===== src/rtl/uart_rx_pkg.sv =====
// Shared definitions for the 8N1 serial receiver: FSM encoding and bit-timing helpers.
package uart_rx_pkg;

    typedef enum logic [2:0] {
        ST_WAIT_HIGH = 3'd0,
        ST_IDLE      = 3'd1,
        ST_START     = 3'd2,
        ST_DATA      = 3'd3,
        ST_STOP      = 3'd4
    } rx_state_e;

    function automatic int unsigned calc_bit_cycles(input int unsigned clk_hz, input int unsigned baud);
        return clk_hz / baud;
    endfunction

    function automatic int unsigned calc_half(input int unsigned clk_hz, input int unsigned baud);
        return calc_bit_cycles(clk_hz, baud) / 32'd2;
    endfunction

endpackage


===== src/rtl/uart_rx_fifo.sv =====
// First-word-fall-through FIFO; a push into a full FIFO is accepted only alongside a pop.
module uart_rx_fifo #(
    parameter int unsigned WIDTH = 9,
    parameter int unsigned DEPTH = 4
) (
    input  logic             i_clk,
    input  logic             i_rst_n,
    input  logic             i_push,
    input  logic [WIDTH-1:0] i_data,
    output logic             o_full,
    input  logic             i_pop,
    output logic             o_empty,
    output logic [WIDTH-1:0] o_head
);
    localparam int unsigned AW = $clog2(DEPTH);

    logic [AW-1:0]    wr_ptr_q, wr_ptr_d;
    logic [AW-1:0]    rd_ptr_q, rd_ptr_d;
    logic [AW:0]      count_q, count_d;
    logic [WIDTH-1:0] mem_q [DEPTH];
    logic [WIDTH-1:0] mem_d [DEPTH];
    logic             wr_en_s;
    logic             rd_en_s;

    assign o_full  = (count_q == (AW+1)'(DEPTH));
    assign o_empty = (count_q == '0);
    assign o_head  = mem_q[rd_ptr_q];
    assign rd_en_s = i_pop && !o_empty;
    assign wr_en_s = i_push && (!o_full || rd_en_s);

    // Pointer, occupancy and storage next-state.
    always_comb begin
        mem_d    = mem_q;
        wr_ptr_d = wr_ptr_q;
        rd_ptr_d = rd_ptr_q;
        if (wr_en_s) begin
            mem_d[wr_ptr_q] = i_data;
            wr_ptr_d        = wr_ptr_q + AW'(1);
        end else begin
            wr_ptr_d = wr_ptr_q;
        end
        if (rd_en_s) begin
            rd_ptr_d = rd_ptr_q + AW'(1);
        end else begin
            rd_ptr_d = rd_ptr_q;
        end
        case ({wr_en_s, rd_en_s})
            2'b10:   count_d = count_q + (AW+1)'(1);
            2'b01:   count_d = count_q - (AW+1)'(1);
            default: count_d = count_q;
        endcase
    end

    // Storage is cleared on reset so the head reads zero while empty.
    always_ff @(posedge i_clk or negedge i_rst_n) begin
        if (!i_rst_n) begin
            wr_ptr_q <= '0;
            rd_ptr_q <= '0;
            count_q  <= '0;
            for (int i = 0; i < int'(DEPTH); i++) begin
                mem_q[i] <= '0;
            end
        end else begin
            wr_ptr_q <= wr_ptr_d;
            rd_ptr_q <= rd_ptr_d;
            count_q  <= count_d;
            mem_q    <= mem_d;
        end
    end

endmodule


===== src/rtl/uart_rx_stream.sv =====
// 8N1 serial receiver: synchronizer, mid-bit sampling FSM, and FWFT output stream with tlast.
module uart_rx_stream
    import uart_rx_pkg::*;
#(
    parameter int unsigned clk_freq_hz = 50000000,
    parameter int unsigned baud_rate   = 57600,
    parameter int unsigned depth       = 4,
    parameter logic [7:0]  last_char   = 8'h0A
) (
    input  logic       i_clk,
    input  logic       i_rst_n,
    input  logic       i_rx,
    output logic [7:0] o_tdata,
    output logic       o_tlast,
    output logic       o_tvalid,
    input  logic       i_tready,
    output logic       o_frame_err,
    output logic       o_overrun
);
    localparam int unsigned BIT_CYCLES = calc_bit_cycles(clk_freq_hz, baud_rate);
    localparam int unsigned HALF       = calc_half(clk_freq_hz, baud_rate);
    localparam int unsigned CW         = $clog2(BIT_CYCLES);

    rx_state_e     state_q, state_d;
    logic [CW-1:0] cnt_q, cnt_d;
    logic [2:0]    bit_idx_q, bit_idx_d;
    logic [7:0]    shift_q, shift_d;
    logic          rx_meta_q, rx_sync_q;
    logic [1:0]    primed_q, primed_d;
    logic          frame_err_q, frame_err_d;
    logic          overrun_q, overrun_d;
    logic          rx_s, tick_s, push_s, pop_s, fifo_full_s, fifo_empty_s;
    logic [8:0]    head_s;

    assign rx_s     = rx_sync_q;
    assign tick_s   = (cnt_q == '0);
    assign o_tvalid = !fifo_empty_s;
    assign pop_s    = o_tvalid && i_tready;
    assign o_tdata  = head_s[7:0];
    assign o_tlast  = head_s[8];
    assign o_frame_err = frame_err_q;
    assign o_overrun   = overrun_q;
    // The synchronizer resets high, so WAIT_HIGH also waits until it holds real line samples.
    assign primed_d  = {primed_q[0], 1'b1};
    assign overrun_d = push_s && fifo_full_s && !pop_s;

    // Frame sequencing: next state, bit timer, shift register, push and error strobes.
    always_comb begin
        state_d     = state_q;
        cnt_d       = cnt_q;
        bit_idx_d   = bit_idx_q;
        shift_d     = shift_q;
        push_s      = 1'b0;
        frame_err_d = 1'b0;
        case (state_q)
            ST_WAIT_HIGH: begin
                if (rx_s && primed_q[1]) state_d = ST_IDLE;
                else                     state_d = ST_WAIT_HIGH;
            end
            ST_IDLE: begin
                if (!rx_s) begin
                    state_d = ST_START;
                    cnt_d   = CW'(HALF - 1);
                end else begin
                    state_d = ST_IDLE;
                end
            end
            ST_START: begin
                if (!tick_s) begin
                    cnt_d = cnt_q - CW'(1);
                end else if (rx_s) begin
                    state_d = ST_IDLE;
                end else begin
                    state_d   = ST_DATA;
                    cnt_d     = CW'(BIT_CYCLES - 1);
                    bit_idx_d = 3'd0;
                end
            end
            ST_DATA: begin
                if (tick_s) begin
                    shift_d   = {rx_s, shift_q[7:1]};
                    cnt_d     = CW'(BIT_CYCLES - 1);
                    bit_idx_d = bit_idx_q + 3'd1;
                    if (bit_idx_q == 3'd7) state_d = ST_STOP;
                    else                   state_d = ST_DATA;
                end else begin
                    cnt_d = cnt_q - CW'(1);
                end
            end
            ST_STOP: begin
                if (!tick_s) begin
                    cnt_d = cnt_q - CW'(1);
                end else if (rx_s) begin
                    push_s  = 1'b1;
                    state_d = ST_IDLE;
                end else begin
                    frame_err_d = 1'b1;
                    state_d     = ST_WAIT_HIGH;
                end
            end
            default: state_d = ST_WAIT_HIGH;
        endcase
    end

    // State, timing and synchronizer registers.
    always_ff @(posedge i_clk or negedge i_rst_n) begin
        if (!i_rst_n) begin
            state_q     <= ST_WAIT_HIGH;
            cnt_q       <= '0;
            bit_idx_q   <= 3'd0;
            shift_q     <= 8'h00;
            rx_meta_q   <= 1'b1;
            rx_sync_q   <= 1'b1;
            primed_q    <= 2'b00;
            frame_err_q <= 1'b0;
            overrun_q   <= 1'b0;
        end else begin
            state_q     <= state_d;
            cnt_q       <= cnt_d;
            bit_idx_q   <= bit_idx_d;
            shift_q     <= shift_d;
            rx_meta_q   <= i_rx;
            rx_sync_q   <= rx_meta_q;
            primed_q    <= primed_d;
            frame_err_q <= frame_err_d;
            overrun_q   <= overrun_d;
        end
    end

    uart_rx_fifo #(
        .WIDTH (9),
        .DEPTH (depth)
    ) u_fifo (
        .i_clk   (i_clk),
        .i_rst_n (i_rst_n),
        .i_push  (push_s),
        .i_data  ({(shift_q == last_char), shift_q}),
        .o_full  (fifo_full_s),
        .i_pop   (pop_s),
        .o_empty (fifo_empty_s),
        .o_head  (head_s)
    );

endmodule

===== config.mk =====
export PLATFORM = sky130hd
export DESIGN_NAME = uart_rx_stream
export DESIGN_NICKNAME = d
export VERILOG_FILES = /design/src/rtl/uart_rx_pkg.sv /design/src/rtl/uart_rx_fifo.sv /design/src/rtl/uart_rx_stream.sv
export SDC_FILE = /design/constraint.sdc
export NUM_CORES = 1
export LEC_CHECK = 0
export ABC_AREA = 1
export CORE_MARGIN = 2
export CORE_UTILIZATION = 35
export CTS_BUF_LIST = sky130_fd_sc_hd__clkbuf_2
export DETAILED_ROUTE_END_ITERATION = 10
export HOLD_SLACK_MARGIN = 0.08
export MAX_ROUTING_LAYER = met4
export PLACE_DENSITY = 0.59
export REMOVE_ABC_BUFFERS = 1
export SYNTH_ARGS = -nofsm -noshare
export SYNTH_HDL_FRONTEND = slang
export SYNTH_SLANG_ARGS = --single-unit

===== constraint.sdc =====
create_clock -name i_clk -period 4.2 [get_ports i_clk]
set_input_delay 0.84 -clock i_clk [delete_from_list [all_inputs] [get_ports i_clk]]
set_output_delay 0.84 -clock i_clk [all_outputs]
set_load 0.005 [all_outputs]

* Yosys cells after proc, flatten, opt, wreduce, memory -nomap -nowiden
Cells that the tools add are included.
** Word-level totals
- Register bits :: 73
- Latch bits :: 0
- Bits in writable memories :: 0
- Memory bits (read-only) :: 0
- Input port bits :: 4
- Output and inout bits :: 12
- Word-level logic and storage cells :: 96
- Memories :: 0
** Cells by class
- Add/subtract/negate cells :: 6
- $mul :: 0
- Div/mod/pow operators :: 0
- $lt $le $gt $ge :: 3
- Equal/unequal tests :: 16
- Shift-type cells :: 0
- Mux-type cells :: 32
- Bitwise gates (word level) :: 2
- Reduce and logical (&&, ||, !) cells :: 21
** Operators by type and width (number)
- 2-to-1 mux 10 bit :: 5
- one-hot mux 10 bit (4 select lines) :: 1
- bitwise mux 36 bit :: 1
- 2-to-1 mux 9 bit :: 3
- 2-to-1 mux 3 bit :: 7
- binary-select mux 9 bit (select 2 bit) :: 1
- demux 9 bit (select 2 bit) :: 1
- one-hot mux 3 bit (5 select lines) :: 1
- != test 2 bit, second input constant :: 6
- one-hot mux 3 bit (2 select lines) :: 2
- zero test 10 bit :: 1
- subtractor 10 x 1 -> 10 bit, second input constant :: 1
- equality test 3 bit, second input constant :: 3
- equality test 8 x 4 -> 1 bit, second input constant :: 1
- 2-to-1 mux 1 bit :: 8
- AND reduction 4 bit :: 2
- logical AND 1 bit :: 7
- adder 3 x 1 -> 3 bit, second input constant :: 2
- equality test 3 x 2 -> 1 bit, second input constant :: 2
- greater-or-equal comparator 3 bit, second input constant :: 2
- zero test 3 bit :: 2
- inverter 2 -> 3 bit :: 2
- adder 2 x 1 -> 2 bit, second input constant :: 2
- 2-to-1 mux 2 bit :: 2
- other kinds (12) :: 15

* Longest topological paths before layout
Gate-level depths: netlist of the first run.
- Word-level depth :: 8
- Depth in mapped cells :: 14
- Mapped depth without buffers :: 13

* By module
From an unflattened synthesis of the first run, not the netlist that was laid out.
** Unflattened totals
- Cell total of the unflattened synthesis :: 475
- Area, all modules :: 3867.5 um2
** By module, submodules not included
- uart_rx_fifo :: instances 1, cells an instance 258, area an instance 2184.6 um2
- uart_rx_stream :: instances 1, cells an instance 217, area an instance 1682.9 um2

* Least setup slack after synthesis of the first run
No wires, ideal clock.
- Path kind :: in2reg
- Start point :: in i_tready
- End point :: reg u_fifo.count_q[2]
- Arrival time :: 2.310 ns
- Setup slack :: 1.759 ns
- Cell stages on the path :: 12
- Cells stage by stage :: nand2_1 -> nand3_1 -> inv_1 -> nor2_8 -> buf_6 -> inv_1 -> ha_1 -> inv_1 -> fa_1 -> a21oi_1 -> o21ai_0 -> xor2_1
** On the way
- Word-level cells in the longest chain between the ends :: 6
** Ends and longest elaborated chain
- from (decl) :: RTL line uart_rx_stream.sv:16 : input logic i_tready,
- logical AND 1 bit * :: RTL line uart_rx_stream.sv:38 : assign pop_s = o_tvalid && i_tready;
- logical AND 1 bit * :: RTL line uart_rx_fifo.sv:28 : assign rd_en_s = i_pop && !o_empty;
- logical OR 1 bit :: RTL line uart_rx_fifo.sv:29 : assign wr_en_s = i_push && (!o_full || rd_en_s);
- logical AND 1 bit :: RTL line uart_rx_fifo.sv:29
- equality test 2 x 1 -> 1 bit / equality test 2 bit (equally long branches) :: RTL line uart_rx_fifo.sv:47 : case ({wr_en_s, rd_en_s})
- one-hot mux 3 bit (2 select lines) / nonzero test 2 bit (equally long branches)
- to (signal assigned) :: RTL line uart_rx_fifo.sv:66 : count_q <= count_d;
- to (decl) :: RTL line uart_rx_fifo.sv:19 : logic [AW:0] count_q, count_d;
Mark *: on every way between the ends. The rest lies on a longest branch, timed or not.
A chain may end at the register's enable or synchronous reset.

* Worst setup path after layout of the first run
- Start point :: reg u_fifo.rd_ptr_q[0]
- End point :: out o_tdata[0]
** On the way
- Word-level cells in the longest chain between the ends :: 4
** Ends and longest elaborated chain
- from (decl) :: RTL line uart_rx_fifo.sv:18 : logic [AW-1:0] rd_ptr_q, rd_ptr_d;
- from (signal assigned) :: RTL line uart_rx_fifo.sv:65 : rd_ptr_q <= rd_ptr_d;
- inverter 2 -> 3 bit (not written as such) :: RTL line uart_rx_fifo.sv:27 : assign o_head = mem_q[rd_ptr_q];
- binary-select mux 9 bit (select 2 bit) :: RTL line uart_rx_fifo.sv:27
- 2-to-1 mux 9 bit (not written as such) (2 in a row) :: RTL line uart_rx_fifo.sv:27
- to (decl) :: RTL line uart_rx_stream.sv:13 : output logic [7:0] o_tdata,
No other way between the ends. The select of a mux whose other input is x is not followed.

==> results of run 1 <==
## report_power, final
group / internal (mW) / switching [mW]
sequential: 0.777 / 0.0982
combinational: 0.307 / 0.416
clock: 0.143 / 0.262
## state kept, by name (all words and copies together) (netlist names), 2 cells and up
signal           cells
bit_idx_q            3
cnt_q               10
primed_q             2
shift_q              8
state_q              3
u_fifo.count_q       3
u_fifo.mem_q        36
u_fifo.rd_ptr_q      2
u_fifo.wr_ptr_q      2
## cells in the final DEF (no fill, tap or decap), types with 3 or more instances in the layout
cell type                         netlist  routed
sky130_fd_sc_hd__dfrtp_1               71      71
sky130_fd_sc_hd__nand3_1               53      53
sky130_fd_sc_hd__clkbuf_2               0       9
sky130_fd_sc_hd__inv_1                 35      35
sky130_fd_sc_hd__nor2_1                41      41
sky130_fd_sc_hd__nand2_1              137     137
sky130_fd_sc_hd__a21oi_1                5       5
sky130_fd_sc_hd__ha_1                   9       9
sky130_fd_sc_hd__o22ai_1               10      10
sky130_fd_sc_hd__clkdlybuf4s50_1        0      14
sky130_fd_sc_hd__nand2_2                6       6
sky130_fd_sc_hd__o21ai_0               36      36
sky130_fd_sc_hd__xor2_1                 5       5
sky130_fd_sc_hd__nand4_1                3       3
## worst register-to-register path: cells and delay by family (launching register included)
kind | cells | cell delay [ns]
adders and majority gates | 2 | 0.51
buffers and inverters | 3 | 0.27
AOI/OAI and AO/OA | 2 | 0.25
xor gates and xnor gates | 1 | 0.16
and+or+nand+nor | 5 | 0.52
DFF | 1 | 0.45
## synth_stat cells, types with 2 or more instances
cell type / count
sky130_fd_sc_hd__dfstp_2: 2
sky130_fd_sc_hd__buf_6: 4
sky130_fd_sc_hd__nor2_1: 41
sky130_fd_sc_hd__nand4_1: 3
sky130_fd_sc_hd__nor2_2: 2
sky130_fd_sc_hd__buf_2: 6
sky130_fd_sc_hd__nor2_8: 2
sky130_fd_sc_hd__clkbuf_1: 4
sky130_fd_sc_hd__nand2_2: 6
sky130_fd_sc_hd__a21oi_1: 5
sky130_fd_sc_hd__o22ai_1: 10
sky130_fd_sc_hd__dfrtp_1: 71
sky130_fd_sc_hd__ha_1: 9
sky130_fd_sc_hd__nand3_1: 53
sky130_fd_sc_hd__o21ai_0: 36
sky130_fd_sc_hd__nor2_4: 2
sky130_fd_sc_hd__nand2_1: 137
sky130_fd_sc_hd__xnor2_1: 2
sky130_fd_sc_hd__inv_1: 35
sky130_fd_sc_hd__xor2_1: 5
## cell families after synthesis
kind of cell / Yosys count
fa+ha+maj: 10
xor+xnor: 8
other cells: 1
compound gates: 53
flops: 73
simple gates: 249
buf+inv: 51
## stage by stage
| stage | utilization | setup WS [ns] | cells |
|---|---|---|---|
| 2_1_floorplan | - | 1.77 | 431 |
| 3_3_place_gp | 0.380 | 1.20 | 583 |
| 3_5_place_dp | 0.380 | 1.17 | 583 |
| 4_1_cts | 0.392 | 0.545 | 599 |
| 5_1_grt | 0.392 | 0.298 | 599 |
| 6_report | 0.392 | 0.531 | 599 |
## area by class of cell
type,count,area share
Multi-Input combinational cell,321,0.398
Tap cell,136,0.0424
Sequential cell,73,0.456
Clock inverter,7,0.0193
Clock buffer,9,0.0112
Timing Repair Buffer,16,0.0387
Inverter,37,0.0346
## metal layers
layer,global-route usage,vias up,share of wire
met5,-,-,0
met2,0.242,44,0.49
met4,0.0254,0,0.0065
met3,0.0411,4,0.035
met1,0.189,1340,0.47
li1,-,1459,-
## worst max-delay path by stage
stage / startpoint / to / slack (ns) / depth (start not counted)
floorplan: i_tready / u_fifo.count_q[1]$_DFFE_PN0P_ / 1.77 / 9
global placement: u_fifo.rd_ptr_q[0]$_DFFE_PN0P_ / o_tdata[0] / 1.20 / 4
detailed placement: u_fifo.rd_ptr_q[0]$_DFFE_PN0P_ / o_tdata[0] / 1.17 / 4
CTS: u_fifo.rd_ptr_q[0]$_DFFE_PN0P_ / o_tdata[1] / 0.54 / 4
global route: u_fifo.rd_ptr_q[0]$_DFFE_PN0P_ / o_tdata[3] / 0.30 / 4
finish: u_fifo.rd_ptr_q[0]$_DFFE_PN0P_ / o_tdata[0] / 0.53 / 4
==> results by stage, run 1 <==
Worst setup path:
- The largest stage delay on the critical path is about 0.79 ns.
- Among all stages on the critical path, the largest delay is contributed by sky130_fd_sc_hd__dfrtp_1.
- The end of the worst register-to-register path is u_fifo.count_q[2]$_DFFE_PN0P_.
- The top cell family by delay on the critical path is buffers and inverters.
- For the worst setup path, the data required time is between 3 and 4 ns.
- The startpoint of the lowest-slack register-to-register path is u_fifo.count_q[1]$_DFFE_PN0P_.
- STA classifies the critical path endpoint as an output pin.
- The setup path with the least slack is of type reg -> out.
- The setup slack of the most critical reg-to-reg path is about 1.9 ns.
- Traced cell by cell, the critical path runs through clkinv_1, o21ai_0, o22ai_1, clkdlybuf4s50_1.
- STA classifies the critical path startpoint as a flip-flop.
- Data arrives at the worst endpoint at roughly 2.8 ns.
- The critical path contains buffers and inverters numbering 2 combined.
- Counting cells, the worst reg-to-reg path comes to 13.
- The maximum fanout along the worst path is 20.

STA:
- Setup repair after global routing left no endpoint under its margin.
- The worst path in the final design needs a cycle of approximately 3.7 ns, including I/O delays and setup.
- In the finished design, the share of the clock period the worst path needs comes to 0.874.
- For the final database, setup skew stands at 0.0377 ns.
- Across all hold checks on the routed design, the worst slack comes to between 0.3 and 0.4 ns.
- At the pin with the least slew margin, the transition time is roughly 0.9 ns.
- The number of endpoints with negative hold slack in the final report is 0.
- The max-slew violation total from the final report is 0.
- In this run the tightest slew margin relative to its limit is 0.397.
- Derived from the worst setup path, the maximum achievable clock frequency is between 0.2 and 0.3 GHz.
- For the final routed database, the setup TNS stands at 0 ns.
- Setup violations remaining at the end of the flow were counted as 0.

Clocking:
- After clock tree synthesis, the setup repair step added 0 buffers.
- The number of hold buffers added after CTS was 0.
- The depth of the CTS H-tree is 3.
- The clock tree root driver cell is sky130_fd_sc_hd__clkbuf_2.
- The count of clock tree sinks is 73.
- TritonCTS built the clock tree.
- The number of buffers created by CTS is 9.
- The clock input transition at the sequential cells of the worst setup and hold paths is approximately 0.23 ns.
- Clock latency on the worst-skew pair, taken at its later pin, is approximately 0.5 ns.
- After clock tree synthesis, the repair step resized 0 gates.
- The clock passes through at most 2 buffers.

Min path:
- The launch point of the worst hold path is rx_meta_q$_DFF_PN1_.
- The worst hold path belongs to the class reg -> reg.
- The endpoint with the worst hold slack is rx_s$_DFF_PN1_.
- The worst hold path was traced through 0 stages.

Route:
- The detailed router placed 2847 vias in this run.
- The final routed DRC violation total is 0.
- For this run, the detailed router's first-pass iteration total came to 4.
- In the final routed layout, each cell accounts on average for ~12 um.
- The post-route antenna net violation count is 0.
- Using the TritonRoute via totals, the vias-per-cell ratio works out to roughly 4.8.
- The number of violations reported at the end of detailed-routing iteration 0 is around 130.
- The aggregate routed wire length is ~7400 um.

Layout:
- The filler cells instantiated in the layout total about 1100.
- The multi-input logic area is approximately 1600 um2.
- For this run, the post-layout net count is about 470.
- The final non-filler cell area is 4010 um2.
- In the final layout, flip-flops and latches occupy ~1800 um2.
- The relative area change from synthesis to final layout is 9.79%.
- 0 antenna diodes ended up in the layout.
- In the final layout, the share of cells above drive strength 1 is 0.0778.

Floorplanning:
- In this run the core area contains 37 standard-cell rows.
- Pin placement for this block handled 16 I/O pins.
- The initial utilization of the core area, before any placement, comes to 0.357.
- The floorplan step set the die width to roughly 110 um.
- The die covers 11300 um2.
- The core region is 10200 um2.
- The floorplan step set the die height to around 110 um.

Synth:
- The largest family of logic cells by synthesized area is simple AND/OR/NAND/NOR gates.
- The sequential share of the synthesized area is 0.501.
- The share of the synthesized area in the top cell type is 0.486.
- The most common flop cell mapped by yosys is sky130_fd_sc_hd__dfrtp_1.
- Averaged over all synthesized cells, the footprint is ~8 um2.
- In the synthesized netlist the async set-or-reset flop fraction comes to 1.00.
- The adder and majority gate portion of the synthesized area is 0.0363.
- After synthesis the cells add up to 3650 um2.
- Ranked by total cell area, the synthesized netlist is headed by sky130_fd_sc_hd__dfrtp_1 49%, sky130_fd_sc_hd__nand2_1 14%, sky130_fd_sc_hd__nand3_1 7.3%.
- The area fraction in compound gates after synthesis is 0.0767.
- The cell count after synthesis came out at around 450.
- The synthesized-area fraction occupied by and/or/nand/nor cells is 0.301.
- The biggest area contributor in the post-synthesis netlist is sky130_fd_sc_hd__dfrtp_1.
- Counting distinct cell types in the post-synthesis netlist gives 30.
- Yosys printed 0 warnings.
- The number of enable-type register cells in the synthesized netlist is 0.
- After synthesis, the share of cell area in mux cells is 0.
- Of the total synthesized cell area, the portion taken by XOR and XNOR cells is 0.0212.
- In this run, synthesis produced a sequential element count of 73.

GRT:
- The first global-routing pass estimated approximately 13000 um of wire.
- For this run the aggregate overflow at the end of global routing stands at 0.
- The total track usage is 0.149.
- The initial antenna violation count is 0.
- Entering global routing, the biggest net connects 74 pins.
- The via count of the first global-routing pass is approximately 2700.

Placement:
- After legalization and detailed placement, the total HPWL measured around 5000 um.
- Input and output buffers added on the ports amount to 15.
- The cell area after placement is ~3900 um2.
- Routability-driven placement finished with a final weighted congestion of approximately 0.82.

Run:
- Across the run, the number of max-cap violations was 0.

Run status:
- The run finished with clean final reports.

Pwr:
- The total power divided by cell area is between 400 and 500 nW/um2.
- Power comes to 2.00 mW.
- IR analysis of the VDD net gives a maximum drop of 213 uV.
- Summed over all cells, the static leakage comes to between 2 and 2.5 nW.
No activity file was read; power rests on OpenSTA's default activity.
==> run 2, diff against run 1 <==
==> constraint.sdc (replaced) <==
create_clock -name i_clk -period 4.2 [get_ports i_clk]
set_input_delay 0.42 -clock i_clk [delete_from_list [all_inputs] [get_ports i_clk]]
set_output_delay 0.42 -clock i_clk [all_outputs]
set_load 0.005 [all_outputs]
==> run 2 against run 1 <==
Hold slack worse by 0.060 ns. Clock skew decreased by 0.0087 ns. Via count grew 0.67%. Non-clock buffer count unchanged. Sequential cell count did not move. Setup slack gained 0.43 ns. Die area unchanged. Cell count did not move. Critical path depth did not move. Clock power about the same. Sequential share of layout area is essentially flat. Core utilization about the same.
==> results by stage, run 2 (synthesis gave the netlist of run 1 again) <==
Run status:
- Outcome: complete, no violations (unchanged).

Floorplanning:
- The placeable core area is 10200 um2 (unchanged).
- The total die area is 11300 um2 (unchanged).
- The count of pins on the block boundary was 16 (unchanged).
- The number of core rows was 37 (unchanged).
- The width of the die is 106 um (unchanged).
- The die span in y is 106 um (unchanged).
- The starting density of the core was 0.357 (unchanged).

Worst setup path:
- The endpoint kind of the worst setup timing path is an output pin (unchanged).
- The type of origin of the critical path is a flip-flop (unchanged).
- The startpoint-to-endpoint class of the critical path is reg -> out (unchanged).
- The critical path data required time is 3.78 ns (was 3.36 ns).
- The maximum fanout along the worst path came to 20 (unchanged).
- The largest stage delay on the critical path was 0.78 ns (was 0.79 ns).
- Ordered list of cells on the worst path: clkinv_1, o21ai_0, o22ai_1, clkdlybuf4s50_1 (unchanged).
- The critical path's slowest cell is sky130_fd_sc_hd__dfrtp_1 (unchanged).
- The arrival time reported for the critical path endpoint is 2.81 ns (was 2.83 ns).

Placement:
- The detailed placer's ending HPWL is 5100 um (was 5030 um).
- The routability congestion estimate is 0.803 (was 0.823).
- The number of port buffers was 15 (unchanged).

Clocking:
- The clock tree root driver cell is sky130_fd_sc_hd__clkbuf_2 (unchanged).
- The clock input transition at the sequential cells of the worst setup and hold paths is 0.20 ns (was 0.23 ns).
- The clock network latency to the later pin of the worst-skew pair was 0.51 ns (about the same).
- The count of clock tree sinks is 73 (unchanged).
- The depth of the CTS H-tree was 3 (unchanged).
- The number of buffers created by CTS came to 9 (unchanged).
- The buffers inserted during post-CTS setup optimization is 0 (unchanged).
- The clock tree buffer depth was 2 (unchanged).
- The TritonCTS clock tree is built (unchanged).

Pwr:
- The relative contribution of combinational cells to total power is 0.359 (was 0.361).
- The sequential share of power came to 0.437 (about the same).
- The net switching power is 0.778 mW (was 0.777 mW).
- The maximum ir drop on the vdd rail is 274 uV (was 213 uV).
- The total power divided by cell area is 500 nW/um2 (was 499 nW/um2).
- The share of power burned in the clock network is 0.203 (was 0.202).
- The total chip power came to 2.01 mW (was 2.00 mW).
- The cell-internal power was 1.23 mW (about the same).
- The static power due to leakage is 2.06 nW (about the same).
- The proportion of total power due to net switching was 0.388 (about the same).

Layout:
- The register with the highest flop count was u_fifo.mem_q (unchanged).
- The relative area change from synthesis to final layout came to 9.86% (was 9.79%).
- The number of fill cells in the layout is 1052 (was 1060).
- The fraction of final layout cells with drive strength greater than 1 is 0.0756 (was 0.0778).
- The most common cell after layout, fill and taps aside is sky130_fd_sc_hd__nand2_1 (unchanged).
- Most frequent cells in the layout: 137 x sky130_fd_sc_hd__nand2_1, 71 x sky130_fd_sc_hd__dfrtp_1, 53 x sky130_fd_sc_hd__nand3_1 (unchanged).
- The multi-input logic area is 1600 um2 (unchanged).
- The flip-flop and latch area was 1830 um2 (unchanged).
- The number of antenna repair diodes is 0 (unchanged).
- Largest registers: u_fifo.mem_q x36, cnt_q x10, shift_q x8 (unchanged).
- The number of flip-flops under the largest register name was 36 (unchanged).
- The number of nets at the end of the flow is 472 (unchanged).

GRT:
- The total track usage was 0.151 (was 0.149).
- The via count of the first global-routing pass is 2862 (was 2726).
- The total congestion overflow after global routing came to 0 (unchanged).
- The initial antenna violation count is 0 (unchanged).
- The global-route wire length before repair is 13400 um (was 13200 um).
- The largest net degree at the start of global routing is 74 (unchanged).

STA:
- RSZ-0062 raised after global routing: no (unchanged).
- The setup TNS came to 0 ns (unchanged).
- The number of endpoints with negative hold slack in the final report is 0 (unchanged).
- The slew at the pin closest to its max-slew limit came to 0.919 ns (was 0.904 ns).
- The normalized max-slew margin is 0.387 (was 0.397).
- The final worst-path cycle share came to 0.770 (was 0.874).
- The max-slew violation total from the final report was 0 (unchanged).
- The final number of setup-violating endpoints is 0 (unchanged).
- The shortest period the worst path allows is 3.23 ns (was 3.67 ns).
- The highest attainable clock frequency was 0.309 GHz (was 0.273 GHz).
- The clock skew is 0.0291 ns (was 0.0377 ns).

Route:
- The post-route antenna net violation count is 0 (unchanged).
- The number of violations reported at the end of detailed-routing iteration 0 is 177 (was 132).
- The number of iterations in the first detailed-routing pass is 4 (unchanged).
- The detailed-route via count is 2866 (was 2847).
- The mean number of vias per cell is 4.78 (was 4.75).
- The final routed DRC violation total was 0 (unchanged).
- The aggregate routed wire length is 7520 um (was 7380 um).
- The mean routed wirelength per cell is 12.6 um (was 12.3 um).

Min path:
- The class of the tightest hold or removal check is in -> reg (was reg -> reg).

Run:
- The number of maximum-capacitance violations is 0 (unchanged).
[run 2: cell count changes in the layout (fill, tap and decap cells not counted)]
cell	before	now
sky130_fd_sc_hd__buf_4	2	1
sky130_fd_sc_hd__dlygate4sd3_1	0	1
[run 2: power groups by stage]
| stage | Sequential [mW] | Clock, mW | Combinational, mW |
|---|---|---|---|
| after floorplan | 0.858 | 0 | 0.484 |
| after global placement | 0.886 | 0 | 0.713 |
| after detailed placement | 0.889 | 0 | 0.731 |
| after CTS | 0.876 | 0.429 | 0.732 |
| after global routing | 0.889 | 0.452 | 0.833 |
| final | 0.877 | 0.408 | 0.721 |
[run 2: worst paths after layout]
check                      cells past startpoint  slack (ns)                            from                            end
min                                            1        0.31                            i_rx            rx_meta_q$_DFF_PN1_
max reg2reg                                   11        1.60            cnt_q[0]$_DFFE_PN0P_  u_fifo.count_q[1]$_DFFE_PN0P_
max in group asynchronous                      2        3.04                         i_rst_n          primed_q[1]$_DFF_PN0_
max                                            4        0.97  u_fifo.rd_ptr_q[0]$_DFFE_PN0P_                     o_tdata[0]
min in group asynchronous                      2        0.53                         i_rst_n   u_fifo.mem_q[19]$_DFFE_PN0P_
min reg2reg                                    0        0.37             rx_meta_q$_DFF_PN1_                 rx_s$_DFF_PN1_
[run 2: per-stage QoR]
step	utilization	hold slack (ns)	instance area, um2	instances	setup slack [ns]
floorplan	-	0.124	3560	431	1.88
global placement	0.379	0.331	3880	582	1.55
detailed placement	0.379	0.336	3880	582	1.47
CTS	0.392	0.255	4010	599	0.885
global route	0.392	0.234	4010	599	0.658
finish	0.392	0.312	4010	599	0.965
[run 2: what timing repair did]
item,in CTS,in global routing
gates resized for setup,0,0
setup endpoints to repair,0,0
endpoints found under the hold margin,71,0
hold buffers,1,0
[run 2: metal layers]
layer,share of wire,GRT usage,vias up
met1,0.47,0.190,1360
met4,0.0063,0.0357,0
li1,-,-,1452
met3,0.037,0.0405,6
met5,0,-,-
met2,0.48,0.245,48
[run 2: critical path: cells and delay by family, from the launching register on]
kind / cells / cell delay, ns
AOI/OAI and AO/OA: 2 / 0.48
buffers and inverters: 2 / 1.07
DFF: 1 / 0.78
[run 2: final cells by class]
| cell class | count | share of cell area |
|---|---|---|
| flip-flops and latches | 73 | 0.456 |
| multi-input cells | 321 | 0.397 |
| well taps | 136 | 0.0424 |
| repair buffers | 16 | 0.0393 |
| inverters | 37 | 0.0346 |
| clock inverters | 7 | 0.0193 |
| clock buffers | 9 | 0.0112 |
==> run 3, diff against run 2 <==
--- a/config.mk
+++ b/config.mk
@@ -12,7 +12,7 @@
 export DETAILED_ROUTE_END_ITERATION = 10
 export HOLD_SLACK_MARGIN = 0.08
 export MAX_ROUTING_LAYER = met4
-export PLACE_DENSITY = 0.59
+export PLACE_DENSITY = 0.61
 export REMOVE_ABC_BUFFERS = 1
 export SYNTH_ARGS = -nofsm -noshare
 export SYNTH_HDL_FRONTEND = slang
==> constraint.sdc (replaced) <==
create_clock -name i_clk -period 2.6 [get_ports i_clk]
set_input_delay 0.26 -clock i_clk [delete_from_list [all_inputs] [get_ports i_clk]]
set_output_delay 0.26 -clock i_clk [all_outputs]
set_load 0.005 [all_outputs]
==> run 3 against run 2 <==
Clock power is 88% higher. Core utilization rose by 0.87 points. Sequential power rose by 56%. Sequential share of layout area fell by 0.99 points. Clock-buffer cell count unchanged. First-iteration DRC count shrank 4.5%.
==> results by stage, run 3 (synthesis gave the netlist of run 1 again) <==
STA:
- The max-slew violation total from the final report was 0 (unchanged).
- The normalized max-slew margin is 0.377 (was 0.387).
- The slew at the pin closest to its max-slew limit came to 0.935 ns (was 0.919 ns).
- The shortest period the worst path allows is around 2.4 ns.
- The final worst-path cycle share is 0.915.
- Static timing analysis puts the maximum clock frequency at around 0.42 GHz.
- The final number of setup-violating endpoints is 0 (unchanged).
- The setup TNS is 0 ns (unchanged).
- The number of endpoints with negative hold slack in the final report came to 0 (unchanged).
- The worst hold-check slack is 0.372 ns (was 0.312 ns).
- The clock skew was 0.0284 ns (was 0.0291 ns).
- RSZ-0062 raised after global routing: no (unchanged).

GRT:
- The global routing met2 resource utilization is 0.245 (about the same).
- The met3 usage in global routing is 0.0392 (was 0.0405).
- The global-route wire length before repair is 13500 um (was 13400 um).
- The via count of the first global-routing pass is 2829 (was 2862).
- The largest net degree at the start of global routing came to 74 (unchanged).
- The total track usage is 0.155 (was 0.151).
- The total congestion overflow after global routing is 0 (unchanged).
- The fraction of met1 tracks used by global routing is 0.195 (was 0.190).
- The busiest layer in global routing is met2 (unchanged).
- The initial antenna violation count is 0 (unchanged).

Run status:
- Outcome: complete, no violations (unchanged).

Floorplanning:
- The number of core rows is 37 (unchanged).
- The count of pins on the block boundary is 16 (unchanged).
- The die span in y is 106 um (unchanged).
- The placeable core area was 10200 um2 (unchanged).
- The total die area is 11300 um2 (unchanged).
- The width of the die is 106 um (unchanged).
- The starting density of the core is 0.357 (unchanged).

Min path:
- The class of the tightest hold or removal check is reg -> reg (was in -> reg).
- The launch point of the worst hold path is rx_meta_q$_DFF_PN1_ (was i_rx).

Worst setup path:
- The maximum fanout along the worst path came to 9 (was 20).
- The critical path's slowest cell was sky130_fd_sc_hd__clkdlybuf4s50_1 (was sky130_fd_sc_hd__dfrtp_1).
- The largest stage delay on the critical path is 0.54 ns (was 0.78 ns).
- The endpoint kind of the worst setup timing path is an output pin (unchanged).
- The type of origin of the critical path is a flip-flop (unchanged).
- The startpoint-to-endpoint class of the critical path is reg -> out (unchanged).
- Ordered list of cells on the worst path: inv_1, o21ai_0, o22ai_1, clkdlybuf4s50_1 (was clkinv_1, o21ai_0, o22ai_1, clkdlybuf4s50_1).
- The timing startpoint of the critical path is u_fifo.rd_ptr_q[1]$_DFFE_PN0P_ (was u_fifo.rd_ptr_q[0]$_DFFE_PN0P_).
- The startpoint of the lowest-slack register-to-register path is cnt_q[0]$_DFFE_PN0P_ (unchanged).
- The arrival time reported for the critical path endpoint came to 2.12 ns (was 2.81 ns).
- The critical path data required time is 2.34 ns (was 3.78 ns).

Clocking:
- The clock tree buffer depth is 2 (unchanged).
- The number of buffers created by CTS is 9 (unchanged).
- The clock input transition at the sequential cells of the worst setup and hold paths was 0.20 ns (about the same).
- The clock tree root driver cell is sky130_fd_sc_hd__clkbuf_2 (unchanged).
- The count of clock tree sinks is 73 (unchanged).
- The depth of the CTS H-tree came to 3 (unchanged).
- The buffers inserted during post-CTS setup optimization is 0 (unchanged).
- The TritonCTS clock tree is built (unchanged).
- The clock network latency to the later pin of the worst-skew pair came to 0.53 ns (was 0.51 ns).

Placement:
- The cell total after placement was 589 (was 582).
- The detailed placer's ending HPWL is 5030 um (was 5100 um).
- The number of port buffers is 15 (unchanged).
- The routability congestion estimate is 0.785 (was 0.803).

Pwr:
- The proportion of total power due to net switching is 0.379 (was 0.388).
- The total chip power is 3.39 mW (was 2.01 mW).
- The sequential share of power was 0.403 (was 0.437).
- The cell-internal power was 2.10 mW (was 1.23 mW).
- The relative contribution of combinational cells to total power is 0.371 (was 0.359).
- The share of power burned in the clock network is 0.226 (was 0.203).
- The maximum ir drop on the vdd rail is 380 uV (was 274 uV).
- The total power divided by cell area was 826 nW/um2 (was 500 nW/um2).
- The net switching power came to 1.29 mW (was 0.778 mW).
- The static power due to leakage is 2.11 nW (was 2.06 nW).

Layout:
- Most frequent cells in the layout: 137 x sky130_fd_sc_hd__nand2_1, 71 x sky130_fd_sc_hd__dfrtp_1, 53 x sky130_fd_sc_hd__nand3_1 (unchanged).
- The flip-flop and latch area was 1830 um2 (unchanged).
- The multi-input logic area is 1600 um2 (unchanged).
- The number of fill cells in the layout is 1053 (was 1052).
- The final design utilization was 0.401 (was 0.392).
- The relative area change from synthesis to final layout is 12.3% (was 9.86%).
- The number of flip-flops under the largest register name is 36 (unchanged).
- The fraction of final layout cells with drive strength greater than 1 is 0.0913 (was 0.0756).
- The register with the highest flop count is u_fifo.mem_q (unchanged).
- The count of non-filler cells in the finished layout was 607 (was 599).
- Largest registers: u_fifo.mem_q x36, cnt_q x10, shift_q x8 (unchanged).
- The most common cell after layout, fill and taps aside is sky130_fd_sc_hd__nand2_1 (unchanged).
- The number of nets at the end of the flow is 480 (was 472).
- The number of antenna repair diodes is 0 (unchanged).

Route:
- The post-route antenna net violation count was 0 (unchanged).
- The mean number of vias per cell came to 4.85 (was 4.78).
- The detailed-route via count is 2945 (was 2866).
- The aggregate routed wire length is 7730 um (was 7520 um).
- The mean routed wirelength per cell was 12.7 um (was 12.6 um).
- The number of violations reported at the end of detailed-routing iteration 0 was 169 (was 177).
- The number of iterations in the first detailed-routing pass is 4 (unchanged).
- The final routed DRC violation total is 0 (unchanged).

Run:
- The number of maximum-capacitance violations is 0 (unchanged).
-- run 3: changes by cell type in the layout (fill, tap and decap cells not counted) --
| cell | change |
|---|---|
| sky130_fd_sc_hd__clkinv_1 | -1 |
| sky130_fd_sc_hd__dlygate4sd3_1 | +1 |
| sky130_fd_sc_hd__buf_4 | +7 |
| sky130_fd_sc_hd__bufinv_16 | +1 |
-- run 3: critical path: cells and delay by family, from the launching register on --
kind                   cells  cell delay (ns)
AOI/OAI and AO/OA          2             0.31
buffers and inverters      2             0.79
DFF                        1             0.50
-- run 3: path summary, 6_finish.rpt --
path / to / slack, ns / depth (start not counted)
max: o_tdata[3] / 0.22 / 4
max reg2reg: u_fifo.count_q[1]$_DFFE_PN0P_ / 0.41 / 11
min reg2reg: rx_s$_DFF_PN1_ / 0.37 / 0
max in group asynchronous: state_q[1]$_DFFE_PN0P_ / 1.61 / 2
min in group asynchronous: u_fifo.mem_q[22]$_DFFE_PN0P_ / 0.39 / 2
min: rx_s$_DFF_PN1_ / 0.37 / 0
-- run 3: per-layer routing --
metal	vias to the layer above	part of all wire
met3	12	0.050
li1	1476	-
met5	-	0
met4	0	0.012
met1	1384	0.47
met2	73	0.46
-- run 3: cell type report --
class,count,area share
Clock inverter,7,0.0250
Clock buffer,9,0.0110
Sequential cell,73,0.446
Timing Repair Buffer,24,0.0537
Tap cell,136,0.0415
Inverter,37,0.0342
Multi-Input combinational cell,321,0.389
-- run 3: timing repair --
action | CTS | global route
hold buffers | 2 | 0
gates resized for setup | 1 | 0
endpoints found under the hold margin | 72 | 0
endpoints found under the setup margin | 3 | 0
-- run 3: power by group through the flow --
stage | Sequential (mW) | Combinational [mW] | Clock [mW]
floorplan | 1.39 | 0.783 | 0
global placement | 1.38 | 1.25 | 0
detailed placement | 1.38 | 1.26 | 0
CTS | 1.37 | 1.27 | 0.800
global route | 1.39 | 1.45 | 0.843
finish | 1.37 | 1.26 | 0.767
-- run 3: stage by stage --
| stage | instance area [um2] | setup WS [ns] |
|---|---|---|
| after floorplan | 3560 | 0.281 |
| after global placement | 3930 | 0.412 |
| after detailed placement | 3930 | 0.377 |
| after CTS | 4100 | 0.143 |
| after global routing | 4100 | 0.0307 |
| final | 4100 | 0.221 |
